**src/rtl/tile_fetch.sv**
```systemverilog
// Tile fetch: downscaled, scrolled raster -> tile-map read -> tile index + sprite ROM address; 2 pix_en ticks latency, holds while pix_en low.
// Optional horizontal flip via map_data bit 4 when TILE_FLIP_EN is defined.
module tile_fetch #(
  parameter int SCR_W     = 320,
  parameter int SCR_H     = 240,
  parameter int MAP_COLS  = 20,
  parameter int MAP_DEPTH = 300
) (
  input  logic                         clk,
  input  logic                         rst,
  input  logic                         pix_en,
  input  logic [9:0]                   h_cnt,
  input  logic [9:0]                   v_cnt,
  input  logic [9:0]                   scroll_h,
  input  logic [9:0]                   scroll_v,
  output logic [$clog2(MAP_DEPTH)-1:0] map_addr,
`ifdef TILE_FLIP_EN
  input  logic [4:0]                   map_data,
`else
  input  logic [3:0]                   map_data,
`endif
  output logic [7:0]                   rom_addr,
  output logic [3:0]                   now_pixel_idx,
  output logic [9:0]                   h_cnt_d,
  output logic [9:0]                   v_cnt_d,
  output logic [9:0]                   pos_h,
  output logic [9:0]                   pos_v,
  output logic                         active_d
);

  localparam int AW = $clog2(MAP_DEPTH);

  logic       frame_start;
  logic [9:0] eff_h, eff_v;
  logic [9:0] sum_x, sum_y;
  logic [9:0] x, y;
  logic       active;
  logic [3:0] col;

  logic [3:0] x_s0, y_s0;
  logic [9:0] h_s0, v_s0;
  logic       act_s0;

  // The frame-start pixel already uses the freshly latched scroll.
  always_comb begin
    frame_start = (h_cnt == 10'd0) && (v_cnt == 10'd0);
    eff_h = pos_h;
    eff_v = pos_v;
    if (frame_start) begin
      eff_h = (scroll_h >= 10'(SCR_W)) ? 10'd0 : scroll_h;
      eff_v = (scroll_v >= 10'(SCR_H)) ? 10'd0 : scroll_v;
    end
    sum_x  = {1'b0, h_cnt[9:1]} + eff_h;
    sum_y  = {1'b0, v_cnt[9:1]} + eff_v;
    x      = (sum_x >= 10'(SCR_W)) ? sum_x - 10'(SCR_W) : sum_x;
    y      = (sum_y >= 10'(SCR_H)) ? sum_y - 10'(SCR_H) : sum_y;
    active = (h_cnt < 10'(2 * SCR_W)) && (v_cnt < 10'(2 * SCR_H));
  end

  always_comb begin
`ifdef TILE_FLIP_EN
    col = map_data[4] ? ~x_s0 : x_s0;
`else
    col = x_s0;
`endif
  end

  always_ff @(posedge clk or posedge rst) begin
    if (rst) begin
      pos_h <= '0;
      pos_v <= '0;
    end else if (pix_en && frame_start) begin
      pos_h <= eff_h;
      pos_v <= eff_v;
    end
  end

  always_ff @(posedge clk or posedge rst) begin
    if (rst) begin
      map_addr <= '0;
      x_s0     <= '0;
      y_s0     <= '0;
      h_s0     <= '0;
      v_s0     <= '0;
      act_s0   <= 1'b0;
    end else if (pix_en) begin
      map_addr <= AW'(32'(y[9:4]) * MAP_COLS + 32'(x[9:4]));
      x_s0     <= x[3:0];
      y_s0     <= y[3:0];
      h_s0     <= h_cnt;
      v_s0     <= v_cnt;
      act_s0   <= active;
    end
  end

  always_ff @(posedge clk or posedge rst) begin
    if (rst) begin
      now_pixel_idx <= '0;
      rom_addr      <= '0;
      h_cnt_d       <= '0;
      v_cnt_d       <= '0;
      active_d      <= 1'b0;
    end else if (pix_en) begin
      now_pixel_idx <= act_s0 ? map_data[3:0] : 4'd0;
      rom_addr      <= act_s0 ? {y_s0, col} : 8'd0;
      h_cnt_d       <= h_s0;
      v_cnt_d       <= v_s0;
      active_d      <= act_s0;
    end
  end

endmodule

```
**config.mk**
```make
export PLATFORM = sky130hd
export DESIGN_NAME = tile_fetch
export DESIGN_NICKNAME = d
export VERILOG_FILES = /design/src/rtl/tile_fetch.sv
export SDC_FILE = /design/constraint.sdc
export NUM_CORES = 1
export LEC_CHECK = 0
export BUFFER_PORTS_ARGS = -buffer_cell sky130_fd_sc_hd__buf_2
export CORE_ASPECT_RATIO = 1.25
export CORE_UTILIZATION = 40
export CTS_BUF_LIST = sky130_fd_sc_hd__clkbuf_4
export DETAILED_ROUTE_END_ITERATION = 16
export PLACE_DENSITY = 0.68
export RECOVER_POWER = 50
export SYNTH_ARGS = -nofsm -noshare
export SYNTH_HDL_FRONTEND = slang
export SYNTH_SLANG_ARGS = --single-unit
```
**constraint.sdc**
```tcl
create_clock -name clk -period 4.3 [get_ports clk]
set_input_delay 0.215 -clock clk [delete_from_list [all_inputs] [get_ports clk]]
set_output_delay 0.215 -clock clk [all_outputs]
set_load 0.03 [all_outputs]
```
After elaboration in Yosys (flattened, before gate mapping)
Index checks and enable logic that the tools add are counted.

storage, ports and cells
  bits of input ports = 47
  word-level logic and storage cells = 38
  output and inout bits = 62
  bits in registers = 91

operators by class
  reduce and logical (&&, ||, !) cells = 5
  order comparisons = 6
  multiply operators = 1
  add/subtract/negate cells = 5
  mux-type cells = 8

operator list
  kind                     number
  $mux W10                 6
  $add A9 B10 Y10          2
  $ge A10 B8 Y1 const B    2
  $ge A10 B9 Y1 const B    2
  $logic_not A10 Y1        2
  $lt A10 B10 Y1 const B   1
  $lt A10 B9 Y1 const B    1
  $sub A10 B8 Y10 const B  1
  $sub A10 B9 Y10 const B  1
  $add A9 B6 Y9            1
  $mux W8                  1
  $mul A6 B3 Y7 const B    1
  $mux W4                  1
  $logic_and A1 B1 Y1      3

Longest topological paths before layout
  word-level depth = 8
  mapped depth = 29
  gate-level depth less buffers = 27

Least setup slack after synthesis
OpenSTA, ideal clock, no wires.

  path type = input to register
  start point = in v_cnt[7]
  end point = reg map_addr[8]
  stages = 24
  data required time = 4.163 ns
  arrival time = 5.448 ns
  library setup time = 0.137 ns
  path slack = -1.284 ns
  path buffers = 3
  cell sequence = or4_4 -> or2_1 -> buf_2 -> clkbuf_1 -> nand2_1 -> o21ai_0 -> ha_1 -> fa_1 -> a21o_1 -> a21oi_1 -> xnor2_1 -> ha_1 -> clkbuf_1 -> nand3b_1 -> and2_4 -> mux2_4 -> ha_1 -> ha_1 -> fa_1 -> xor2_1 -> nand3_1 -> xnor2_1 -> xnor2_1 -> a21oi_1

on the way
  cells in the longest elaborated chain, start to end = 8
  elaborated cells between the ends (all ways) = 14
  those cells by class = 5 x add/sub; 1 x mul; 2 x order compare; 4 x mux; 2 x reduce/logical

RTL lines
  element                                           line  source
  from (decl)                                       13    input logic [9:0] v_cnt,
  $logic_not A10 Y1 (*)                             46    frame_start = (h_cnt == 10'd0) && (v_cnt == 10'd0);
  $logic_and A1 B1 Y1 (*)                           46
  $mux W10 (*)                                      49    if (frame_start) begin
  net eff_v[0]                                      34    logic [9:0] eff_h, eff_v;
  $add A9 B10 Y10 (*)                               54    sum_y = {1'b0, v_cnt[9:1]} + eff_v;
  $sub A10 B8 Y10 or $ge A10 B8 Y1 (tied branches)  56    y = (sum_y >= 10'(SCR_H)) ? sum_y - 10'(SCR_H) : sum_y;
  $mux W10 (*)                                      56
  $mul A6 B3 Y7 (*)                                 87    map_addr <= AW'(32'(y[9:4]) * MAP_COLS + 32'(x[9:4]));
  $add A9 B6 Y9 (*)                                 87
  to (signal assigned)                              87
  to (decl)                                         16    output logic [$clog2(MAP_DEPTH)-1:0] map_addr,

The timed path passes the listed nets; every way through them passes the cells marked *.
A chain may end at the register's enable or synchronous reset.

Worst setup path after layout
  start point = in h_cnt[1]
  end point = reg map_addr[8]

on the way
  elaborated cells between the ends (all ways) = 14
  those cells by class = 5 x add/sub; 1 x mul; 2 x order compare; 4 x mux; 2 x reduce/logical

RTL lines
  element                                           line  source
  from (decl)                                       12    input logic [9:0] h_cnt,
  $logic_not A10 Y1 (*)                             46
  $logic_and A1 B1 Y1 (*)                           46
  $mux W10 (*)                                      49
  net eff_h[3]                                      34
  $add A9 B10 Y10 (*)                               53    sum_x = {1'b0, h_cnt[9:1]} + eff_h;
  $sub A10 B9 Y10 or $ge A10 B9 Y1 (tied branches)  55    x = (sum_x >= 10'(SCR_W)) ? sum_x - 10'(SCR_W) : sum_x;
  $mux W10 (*)                                      55
  $add A9 B6 Y9 (*)                                 87

Marks and branches as above.

==> key figures <==
Logic synthesis
  • Syn Area/Cell: approximately 10 µm²
  • FFs w/ async S/R, synth: between 90% and 100%
  • Post-synthesis sequential area ratio: between 40 and 50%
  • Synth Net Count: 592
  • Synthesized flop and latch total: slightly above 90
  • Post-synthesis cell count: roughly 510
  • Yosys cell types: 58
  • Post-synth EDFFs: 0
  • Yosys warning count: 0
  • Top_reg_cell synth: dfrtp_1
  • Synthesized area: 5220 µm²

Global route
  • Initial antenna violation count: 0
  • Total grt overflow: 0
  • Largest net degree at the start of global routing: 51
  • First-pass GRT wire length: about 22 mm
  • Vias in the first global route: between 4,000 and 5,000
  • Tot GR Track Use: 21.0%

Placed design
  • Routability-driven placement congestion ratio: around 0.85
  • Dpl hpwl: 10.9 mm
  • Port Buffers: 108

Pwr
  • Leak: approximately 3.6 nW
  • Pwr/cell area: a little under 300 nW/µm²
  • Peak supply drop: 0.163 mV

Finish
  • Footprint of the multi-input gates: around 3000 µm²
  • Most frequent cells in the layout: 135 x buf_4, 106 x buf_2, 91 x dfrtp_1, 61 x nand2_1, 52 x mux2_2
  • Register Area: approximately 2300 µm²
  • Filler cells: approximately 1,100
  • Layout Area Growth over Synthesis: 44.6%
  • Commonest non-fill, non-tap cell in the layout: buf_4
  • Final Util: between 50% and 60%
  • Share of layout cells above drive strength 1: about 50%
  • Nets: ~840

Floorplan
  • I/O Pins: between 100 and 150
  • Die Width: between 100 and 150 µm
  • Chip Height: 130 µm
  • Die area: approximately 14,000 µm²
  • FP Rows: 46
  • Core Box Area: between 10,000 and 15,000 µm²
  • Initial core utilization: 41.0%

Timing
  • Setup TNS: -2.37 ns
  • RSZ-0062 raised after global routing: true
  • Number of setup violations in the final report: 6
  • Max Freq: about 200 MHz
  • Fin. max-slew vios: 43
  • Tmin final: between 4 and 5 ns
  • Final period utilization: 114%
  • PnR worst setup slack: -0.590 ns
  • Setup Skew: around 0.035 ns
  • Pin slew with the least headroom to its limit: around 1.9 ns
  • Max-Slew Margin vs Limit: -24.5%
  • Final Hold Fails: 0

Detailed routing
  • DRC viols: 0
  • Vias: about 4,700
  • Wirelength per Cell: between 15 and 20 µm
  • Routed Antenna Nets: 0
  • Iter 0 DRT Violations: ~160
  • Vias per cell: 5.05
  • DR pass1 iterations: 5
  • WL final: 14.2 mm

Clocking
  • Clk_lat worst skew: roughly 0.47 ns
  • Clk slew on worst S/H paths: 0.15 ns
  • Root Buffer: clkbuf_4
  • CTS H-tree depth: 3
  • Max clock buf depth: 2
  • CTS tree: yes
  • Sink Count: between 90 and 100
  • TritonCTS Buffers: 9

Worst setup path
  • Critical path's largest stage delay: ~0.53 ns
  • Worst flop-to-flop path endpoint: map_addr[8]
  • Slowest CP cell: or4_4
  • CP endpoint kind: flip-flop
  • Worst Setup Start Kind: primary input
  • Critical Path AT: about 5.2 ns
  • Most frequent CP cell: xnor2_1
  • FF-to-FF setup slack: -0.17 ns
  • CP required: 4.59 ns
  • R2R cell count: 24
  • Worst setup path class: in2reg
  • Worst r2r src: pos_h[0]
  • Crit path max fanout: 16

Flow run
  • Maxcap violations: 1

Hold path
  • Worst Hold Depth: 3
  • HP Class: in2reg
  • HP Start: scroll_h[2]
  • Endpoint, Worst Hold: pos_h[2]

Run status
  • Violated checks: max-capacitance violations, max-slew violations, negative setup slack
  • Outcome: finished, violations left
==> cell type report <==
cell class              count  area share [%]
diodes                      1          0.0332
clock buffers               9           0.895
clock inverters             7            1.08
inverters                  25            1.26
multi-input cells         375            40.6
flip-flops and latches     91            30.2
well taps                 168            2.79
repair buffers            256            23.1
==> state kept, by name (all words and copies together), names as in the netlist <==
signal         flops
rom_addr           8
act_s0             1
h_s0              10
now_pixel_idx      4
pos_v             10
active_d           1
map_addr           9
h_cnt_d           10
col                4
v_cnt_d           10
v_s0              10
pos_h             10
y_s0               4
==> worst max path at each step <==
| stage | startpoint | to | slack (ns) | cells past startpoint |
|---|---|---|---|---|
| 4_1_cts | v_cnt[7] | map_addr[8] | -0.51 | 28 |
| 2_1_floorplan | v_cnt[7] | map_addr[8] | -0.83 | 28 |
| 6_report | h_cnt[1] | map_addr[8] | -0.59 | 27 |
| 3_3_place_gp | h_cnt[6] | map_addr[8] | -1.00 | 22 |
| 3_5_place_dp | v_cnt[5] | map_addr[8] | -1.27 | 25 |
| 5_1_grt | h_cnt[1] | map_addr[8] | -0.75 | 21 |
==> critical path, delay by kind of cell <==
family	cells	cell delay, ns
xor+xnor	4	0.70
buf+inv	4	0.53
simple gates	8	1.85
fa+ha+maj	4	0.88
compound gates	7	1.00
==> metrics by stage <==
stage	power (mW)	setup slack, ns	hold WS, ns	cell area (µm²)	std cells
after global placement	1.62	-1.00	0.341	6950	891
after floorplan	1.39	-0.826	0.332	5390	511
after global routing	2.28	-0.752	0.0158	7540	931
after detailed placement	1.65	-1.27	0.357	6950	891
after CTS	2.18	-0.515	0.00249	7470	928
final	2.18	-0.590	0.0231	7550	932
==> synth_stat cells (3+ instances only) <==
cell / count / share of area, %
nor4_1: 6 / 0.72
ha_1: 30 / 7.2
o211ai_1: 3 / 0.43
nor3_1: 8 / 0.77
clkbuf_1: 18 / 1.3
o21a_1: 3 / 0.43
nor2b_1: 4 / 0.48
dfrtp_1: 91 / 44
o31ai_1: 3 / 0.43
and2_1: 6 / 0.72
a31oi_1: 4 / 0.48
a211oi_1: 4 / 0.58
nor2_1: 13 / 0.94
xor2_1: 8 / 1.3
nand3_1: 9 / 0.86
o21ai_0: 62 / 5.9
inv_1: 25 / 1.8
a21o_1: 7 / 1.0
fa_1: 4 / 1.5
nand2_1: 66 / 4.7
nand2b_1: 3 / 0.36
nor3b_1: 3 / 0.43
mux2_2: 54 / 12
xnor2_1: 20 / 3.4
a21oi_1: 18 / 1.7
==> power by group <==
group,switching [mW],leakage (nW),total [mW],internal [mW]
combinational,0.363,2.39,0.669,0.306
clock,0.328,0.0784,0.516,0.188
sequential,0.0470,1.13,0.995,0.948
==> cell families (layout without fill, tap and decap cells) <==
kind of cell	count (synthesis)	count (layout)	synth area share (%)
AO/OA/AOI/OAI	118	118	14.0
adder cells (fa/ha/maj)	34	34	8.73
other	0	1	0
AND/OR/NAND/NOR	137	137	12.9
multiplexers	58	58	12.5
buffers and inverters	45	297	3.40
XOR/XNOR	28	28	4.70
flip-flops	91	91	43.6
==> metal layers <==
metal  track usage [%]  routed length [µm]  up-vias
li1                  -                   -     2310
met1              24.7                5900     2229
met2              37.4                7210      126
met3              3.20                 488       42
met4              11.2                 633        0
met5                 0                   0        -
==> timing repair <==
| action | in CTS | in global routing |
|---|---|---|
| pin swaps | 34 | 26 |
| hold buffers | 10 | 0 |
| gates resized for setup | 33 | 16 |
| gates cloned | 2 | 0 |
| hold endpoints to repair | 50 | 0 |
| setup endpoints to repair | 6 | 6 |
| buffers inserted | 10 | 4 |
Note: power is estimated with default switching activity, not from simulation.
